File: config.mk
export PLATFORM = sky130hd
export DESIGN_NAME = decoder_scan_ctrl
export DESIGN_NICKNAME = d
export VERILOG_FILES = /design/src/rtl/decoder_scan_ctrl.sv
export SDC_FILE = /design/constraint.sdc
export NUM_CORES = 1
export LEC_CHECK = 0
export ABC_AREA = 0
export ABC_CLOCK_PERIOD_IN_PS = 3670
export CAP_MARGIN = 10
export CORE_ASPECT_RATIO = 1.2
export CORE_UTILIZATION = 55
export DETAILED_ROUTE_END_ITERATION = 12
export GPL_ROUTABILITY_DRIVEN = 0
export PLACE_DENSITY = 0.9
export SLEW_MARGIN = 40
export SYNTH_ARGS = -nofsm -noshare
export SYNTH_HDL_FRONTEND = slang
export SYNTH_SLANG_ARGS = --single-unit
File: constraint.sdc
create_clock -name iClk -period 3.67 [get_ports iClk]
set_input_delay 0.9175 -clock iClk [delete_from_list [all_inputs] [get_ports iClk]]
set_output_delay 0.9175 -clock iClk [all_outputs]
set_load 0.02 [all_outputs]
File: src/rtl/decoder_scan_ctrl.sv
// Purpose: sequencer that scans the enabled positions of a 3-8 decoder, holding each position for DIV cycles.
// Latency: one cycle from sampled iRun/iMask to registered oData/oEna; all outputs are registered.
// Backpressure: none; the scan is free-running, and iRun=0 or an empty iMask parks the decoder disabled.
module decoder_scan_ctrl #(
    parameter int DIV = 4
) (
    input  logic       iClk,
    input  logic       iRst,
    input  logic       iRun,
    input  logic [7:0] iMask,
    output logic [2:0] oData,
    output logic [1:0] oEna,
    output logic       oStep,
    output logic       oActive
);

    localparam int CW = (DIV > 1) ? $clog2(DIV) : 1;
    localparam logic [CW-1:0] DWELL_LAST = CW'(DIV - 1);

    localparam logic STATE_IDLE = 1'b0;
    localparam logic STATE_SCAN = 1'b1;

    localparam logic [1:0] ENA_ON  = 2'b10;
    localparam logic [1:0] ENA_OFF = 2'b01;

    logic          state;
    logic [CW-1:0] dwellCnt;
    logic [2:0]    lowestIdx;
    logic [2:0]    nextIdx;
    logic          runOk;

    // A scan can only start or continue while it is requested and has something to drive
    assign runOk = iRun && (iMask != 8'd0);

    // Lowest set bit of the mask: the first position of a fresh scan
    always_comb begin
        lowestIdx = 3'd0;
        for (int i = 7; i >= 0; i--) begin
            if (iMask[i]) begin
                lowestIdx = 3'(i);
            end
        end
    end

    // Next enabled position after the current one, wrapping; offset 8 lands back on the current index
    always_comb begin
        nextIdx = oData;
        for (int k = 8; k >= 1; k--) begin
            if (iMask[oData + 3'(k)]) begin
                nextIdx = oData + 3'(k);
            end
        end
    end

    // Scan state machine, dwell counter and registered decoder drive
    always_ff @(posedge iClk) begin
        if (iRst) begin
            state    <= STATE_IDLE;
            dwellCnt <= '0;
            oData    <= 3'd0;
            oEna     <= ENA_OFF;
            oStep    <= 1'b0;
            oActive  <= 1'b0;
        end else begin
            case (state)
                STATE_IDLE: begin
                    oStep <= 1'b0;
                    if (runOk) begin
                        state    <= STATE_SCAN;
                        dwellCnt <= '0;
                        oData    <= lowestIdx;
                        oEna     <= ENA_ON;
                        oActive  <= 1'b1;
                    end
                end
                STATE_SCAN: begin
                    if (!runOk) begin
                        // Exit takes priority over a coinciding advance, so no step pulse
                        state    <= STATE_IDLE;
                        dwellCnt <= '0;
                        oData    <= 3'd0;
                        oEna     <= ENA_OFF;
                        oStep    <= 1'b0;
                        oActive  <= 1'b0;
                    end else if (dwellCnt == DWELL_LAST) begin
                        dwellCnt <= '0;
                        oData    <= nextIdx;
                        oStep    <= 1'b1;
                    end else begin
                        dwellCnt <= dwellCnt + 1'b1;
                        oStep    <= 1'b0;
                    end
                end
                default: begin
                    state    <= STATE_IDLE;
                    dwellCnt <= '0;
                    oData    <= 3'd0;
                    oEna     <= ENA_OFF;
                    oStep    <= 1'b0;
                    oActive  <= 1'b0;
                end
            endcase
        end
    end

endmodule

==> impl_metrics.yaml <==
critical_path:
  crit_end: "oData[1]"
  critical_path_class: "primary input to register"
  endpoint_kind: "register"
  r2r_start: "oData[1]"
  crit_fanout: 4
  cp_data_arrival_time_ps: 3500
  crit_path_start: "iMask[4]"
  cp-start-kind: "primary input"
  r2r_cells: 9
  cp.required_ps: 3860
  r2r_end: "oData[0]"
  rrSetupSlack_ps: 890
logic_synthesis:
  postSynthAreaPerCell_um2: 9.29
  async_reset_ff_share_pct: 0
  synthCells: 144
  synth_common_cells: "nor2_1, mux4_2, dfxtp_1"
  netlist.area_leader.share_pct: 18.5
  synth_most_common_cell: "nor2_1"
  synthesis.area_um2: 1340
  synth_edf_count: 0
  yosysTopAreaCell: "mux4_2"
  syn_nets: 161
  yosysUniqueCellTypes: 48
  synthFlopType: "dfxtp_1"
  ys_seq_area_share_pct: 13.5
  ys_warn_count: 0
  ys_seq_elements: 9
  synth_top_cells_by_area: "mux4_2, dfxtp_1, mux2_2, ha_1, nor2_1"
floorplan:
  io_pins: 18
  rows: 19
  start_util_pct: 58.0
  die_h_um: 56.0
  coreArea_um2: 2310
  dieArea_um2: 2630
  die_w_um: 47.0
power:
  sw_frac_of_total_pct: 40.6
  combPwrFrac_pct: 59.9
  seqPwrFrac_pct: 23.6
  leakagePower_nw: 0.579
  p_per_area_nw_per_um2: 299
  power_frac_clock_pct: 16.5
  p_sw_mw: 0.192
  intPower_mw: 0.281
  vdd_drop_max_mv: 0.269
sta:
  min_period_over_period_pct: 90.2
  finalSetupViolations: 0
  setup-tns-final_ps: 0
  rsz0062_at_grt: "no"
  finClkSkew_ps: 6.03
  worst_pin_slew_ps: 542
  hold_viol: 0
  final.min_clock_period_ps: 3310
  drv_slew: 0
  timing.hold.ws_ps: 514
  fmax_mhz: 302
  maxSlewHeadroom_pct: 63.6
layout:
  nNetsFinal: 184
  fill_cells: 172
  postLayoutCoreUtil_pct: 68.5
  antennaDiodeCount: 0
  drive_gt1_share_pct: 25.9
  area_growth_pct: 18.1
clocking:
  cts_tree: "yes"
  post_cts_buffers: 0
  cts_hold_buf: 0
  cts_resized: 0
  clk_path_buf_depth: 2
  numCtsBuffers: 3
  root_buffer: "clkbuf_4"
  cts_max_level: 1
  cts.sinks: 9
  worst_skew_pair.late_latency_ps: 270
  clkTransAtPathRegs_ps: 60
grt:
  antenna_found_initial: 0
  track_usage_pct: 29.3
  grt_start_max_net_pins: 16
  grt_overflow: 0
  grt_pass1_vias: 1251
  grt_pass1_wl_um: 5690
hold_path:
  hp-class: "register to register"
run:
  cap_violations: 0
drt:
  drtIter0Drc: 124
  drtPass1Iterations: 5
  drc: 0
  detail_route.wl_per_cell_um: 17.2
  ant_nets: 0
  totalWireLength_um: 3400
  via_per_inst: 7.02
  vias: 1383
place:
  hpwlAfterDp_um: 2590
  port_buffers: 17
status:
  status: "completed"
[layout by cell type, fill, tap and decap left out, drive strengths merged, types with 2 or more instances in the layout]
cell type and count:
a21o 2, a21oi 6, a221oi 4, a31oi 4, buf 12, clkbuf 4
clkdlybuf4s50 17, dfxtp 9, ha 6, inv 10, mux2 9, mux2i 5
mux4 12, nand2 6, nand3 3, nor2 12, nor3 7, nor3b 2
nor4 4, o211ai 3, o21ai 8, o31ai 2, or3 2, xnor2 2
[stage by stage]
stage	setup WS [ps]	total power [mW]	std cells	area (um^2)
after floorplan	619	0.324	144	1340
after global placement	233	0.379	193	1550
after detailed placement	119	0.390	193	1550
after CTS	390	0.469	197	1580
after global routing	208	0.497	197	1580
final	360	0.473	197	1580
[per-layer routing]
metal	up-vias	wire length (um)	GRT usage, %
li1	609	-	-
met1	648	1270	39.1
met2	111	1720	47.6
met3	15	303	4.22
met4	0	97	8.98
met5	-	0	0
[cell type report]
class	count	area (um^2)	area share (%)
well taps	31	38.8	2.45
inverters	11	41.3	2.61
repair buffers	29	260	16.5
flip-flops and latches	9	180	11.4
multi-input cells	113	1030	65.4
clock buffers	4	26.3	1.66
[power groups by stage]
| stage | clock network (mW) | registers [mW] | logic, mW |
|---|---|---|---|
| finish | 0.0779 | 0.112 | 0.283 |
| global route | 0.0842 | 0.112 | 0.300 |
| CTS | 0.0801 | 0.111 | 0.278 |
| detailed placement | 0 | 0.114 | 0.277 |
| global placement | 0 | 0.113 | 0.265 |
| floorplan | 0 | 0.119 | 0.205 |
[cell families after synthesis]
family,after synthesis,synth area share (%)
AOI/OAI and AO/OA,37,20.1
xor gates and xnor gates,3,1.96
adders and majority gates,6,5.61
buffers and inverters,22,9.26
DFF,9,13.5
muxes,26,33.3
and+or+nand+nor,41,16.3
[flip-flops by register name, indices dropped and copies added (netlist names)]
signal / flops
state: 1
oEna: 2
oData: 3
oStep: 1
dwellCnt: 2
[critical path: stages]
cell and delay (ps):
clkdlybuf4s50_1 430, or4_4 580, o31ai_1 350, inv_1 130, ha_1 220, a21o_1 160, a41oi_1 280, o41a_1 240
o21ai_1 70, a31oi_1 130
[worst min-delay path by stage]
stage	startpoint	endpoint	slack [ps]	depth (start not counted)
2_1_floorplan	dwellCnt[1]	dwellCnt[1]	460	2
3_3_place_gp	oEna[0]	oEna[0]	470	2
3_5_place_dp	oEna[0]	oEna[0]	500	2
4_1_cts	oEna[1]	oEna[1]	510	2
5_1_grt	oEna[0]	oEna[0]	560	2
6_report	dwellCnt[1]	dwellCnt[1]	510	2
Power figures use the tool's default switching activity.
==> edit, RTL diff (same flow settings) <==
Add an input register stage for `iRun` and `iMask`, with the module's reset; this delays them by one clock. Comments in the files are not updated.
--- a/src/rtl/decoder_scan_ctrl.sv
+++ b/src/rtl/decoder_scan_ctrl.sv
@@ -25,2 +25,15 @@
 
+    logic iRun_q;
+    logic [7:0] iMask_q;
+
+    always_ff @(posedge iClk) begin
+        if (iRst) begin
+            iRun_q  <= '0;
+            iMask_q <= '0;
+        end else begin
+            iRun_q  <= iRun;
+            iMask_q <= iMask;
+        end
+    end
+
     logic          state;
@@ -32,3 +45,3 @@
     // A scan can only start or continue while it is requested and has something to drive
-    assign runOk = iRun && (iMask != 8'd0);
+    assign runOk = iRun_q && (iMask_q != 8'd0);
 
@@ -38,3 +51,3 @@
         for (int i = 7; i >= 0; i--) begin
-            if (iMask[i]) begin
+            if (iMask_q[i]) begin
                 lowestIdx = 3'(i);
@@ -48,3 +61,3 @@
         for (int k = 8; k >= 1; k--) begin
-            if (iMask[oData + 3'(k)]) begin
+            if (iMask_q[oData + 3'(k)]) begin
                 nextIdx = oData + 3'(k);
Formal check against the unedited RTL: not equivalent (Yosys sat finds a counterexample within 4 cycles, from zero or initial values and one cycle with iRst high).
==> edit against the original RTL <==
Setup slack better by 0.31 ns. Synthesized area increased by 6.5%. Maximum frequency increased by 10%. First-iteration DRC count decreased by 73%. Sequential cell count increased by 9. Core utilization grew 0.31 points. Routed wire length shrank 9.7%. Power rose by 22%. Clock skew is 0.013 ns higher. Final area is 3.6% higher. Global-route usage is 4.9 points lower. Non-clock buffer count fell by 11. Critical endpoint unchanged. Largest cell class unchanged.
==> edit: results (changes against the original RTL) <==
post-place-ws_ns: 0.739  # +0.620 ns
final_nets: 190  # +3.3%
use_met1_pct: 26.2  # -13 points
clock-skew-final_ns: 0.0193  # +0.0133 ns
grt_util_all_layers_pct: 24.4  # -4.9 points
synth_mux_area_share_pct: 20.3  # -13 points
fin_ws_ns: 0.674  # +0.314 ns
synth_compound_area_share_pct: 18.5  # -1.7 points
dr_wl_met3_um: 187  # -38%
clkTransAtPathRegs_ns: 0.11  # +0.05 ns
status: "completed"
crit_start: "oData[1]"
non_clock_buffer_count: 18  # -38%
inv_count: 8  # -3
clock_area_share_pct: 2.22  # +0.55 points
clk_latency_ns: 0.30  # +0.03 ns
vdd_drop_max_mv: 0.381  # +42%
final-nonclk-buf-share_pct: 10.9  # -5.6 points
path_max_fanout: 10  # +6
grt_pass1_wl_um: 5280  # -7.2%
wire_per_inst_um: 15.1  # -12%
synth.distinct_cells: 49  # +2.1%
critical-path-top-delay-family: "multiplexers"
cp.arrival_ns: 3.23  # -0.27 ns
leakage_uw: 0.000593  # +2.4%
[edit: changes by cell type in the layout (fill, tap and decap cells not counted), sizes merged, moves of 5 or more]
cell   unedited run  this run
mux2              9         4
nor2b             1        11
buf              12         1
dfxtp             9        18
o21ai             8         3
[edit: power by group]
group | total, µW | internal, µW | switching (µW) | leakage, µW
sequential | 227 | 207 | 20.1 | 0.000149
clock | 122 | 60.5 | 62.0 | 0.0000210
combinational | 227 | 110 | 117 | 0.000423
[edit: per-stage QoR]
step / power [µW] / cells / utilization [%] / area [µm²] / hold WS (ns)
after floorplan: 400 / 157 / - / 1420 / 0.456
after detailed placement: 455 / 199 / 67.3 / 1600 / 0.483
final: 576 / 203 / 68.8 / 1640 / 0.493
after global routing: 610 / 203 / 68.8 / 1640 / 0.537
after global placement: 443 / 199 / 67.3 / 1600 / 0.472
after CTS: 575 / 203 / 68.8 / 1640 / 0.498
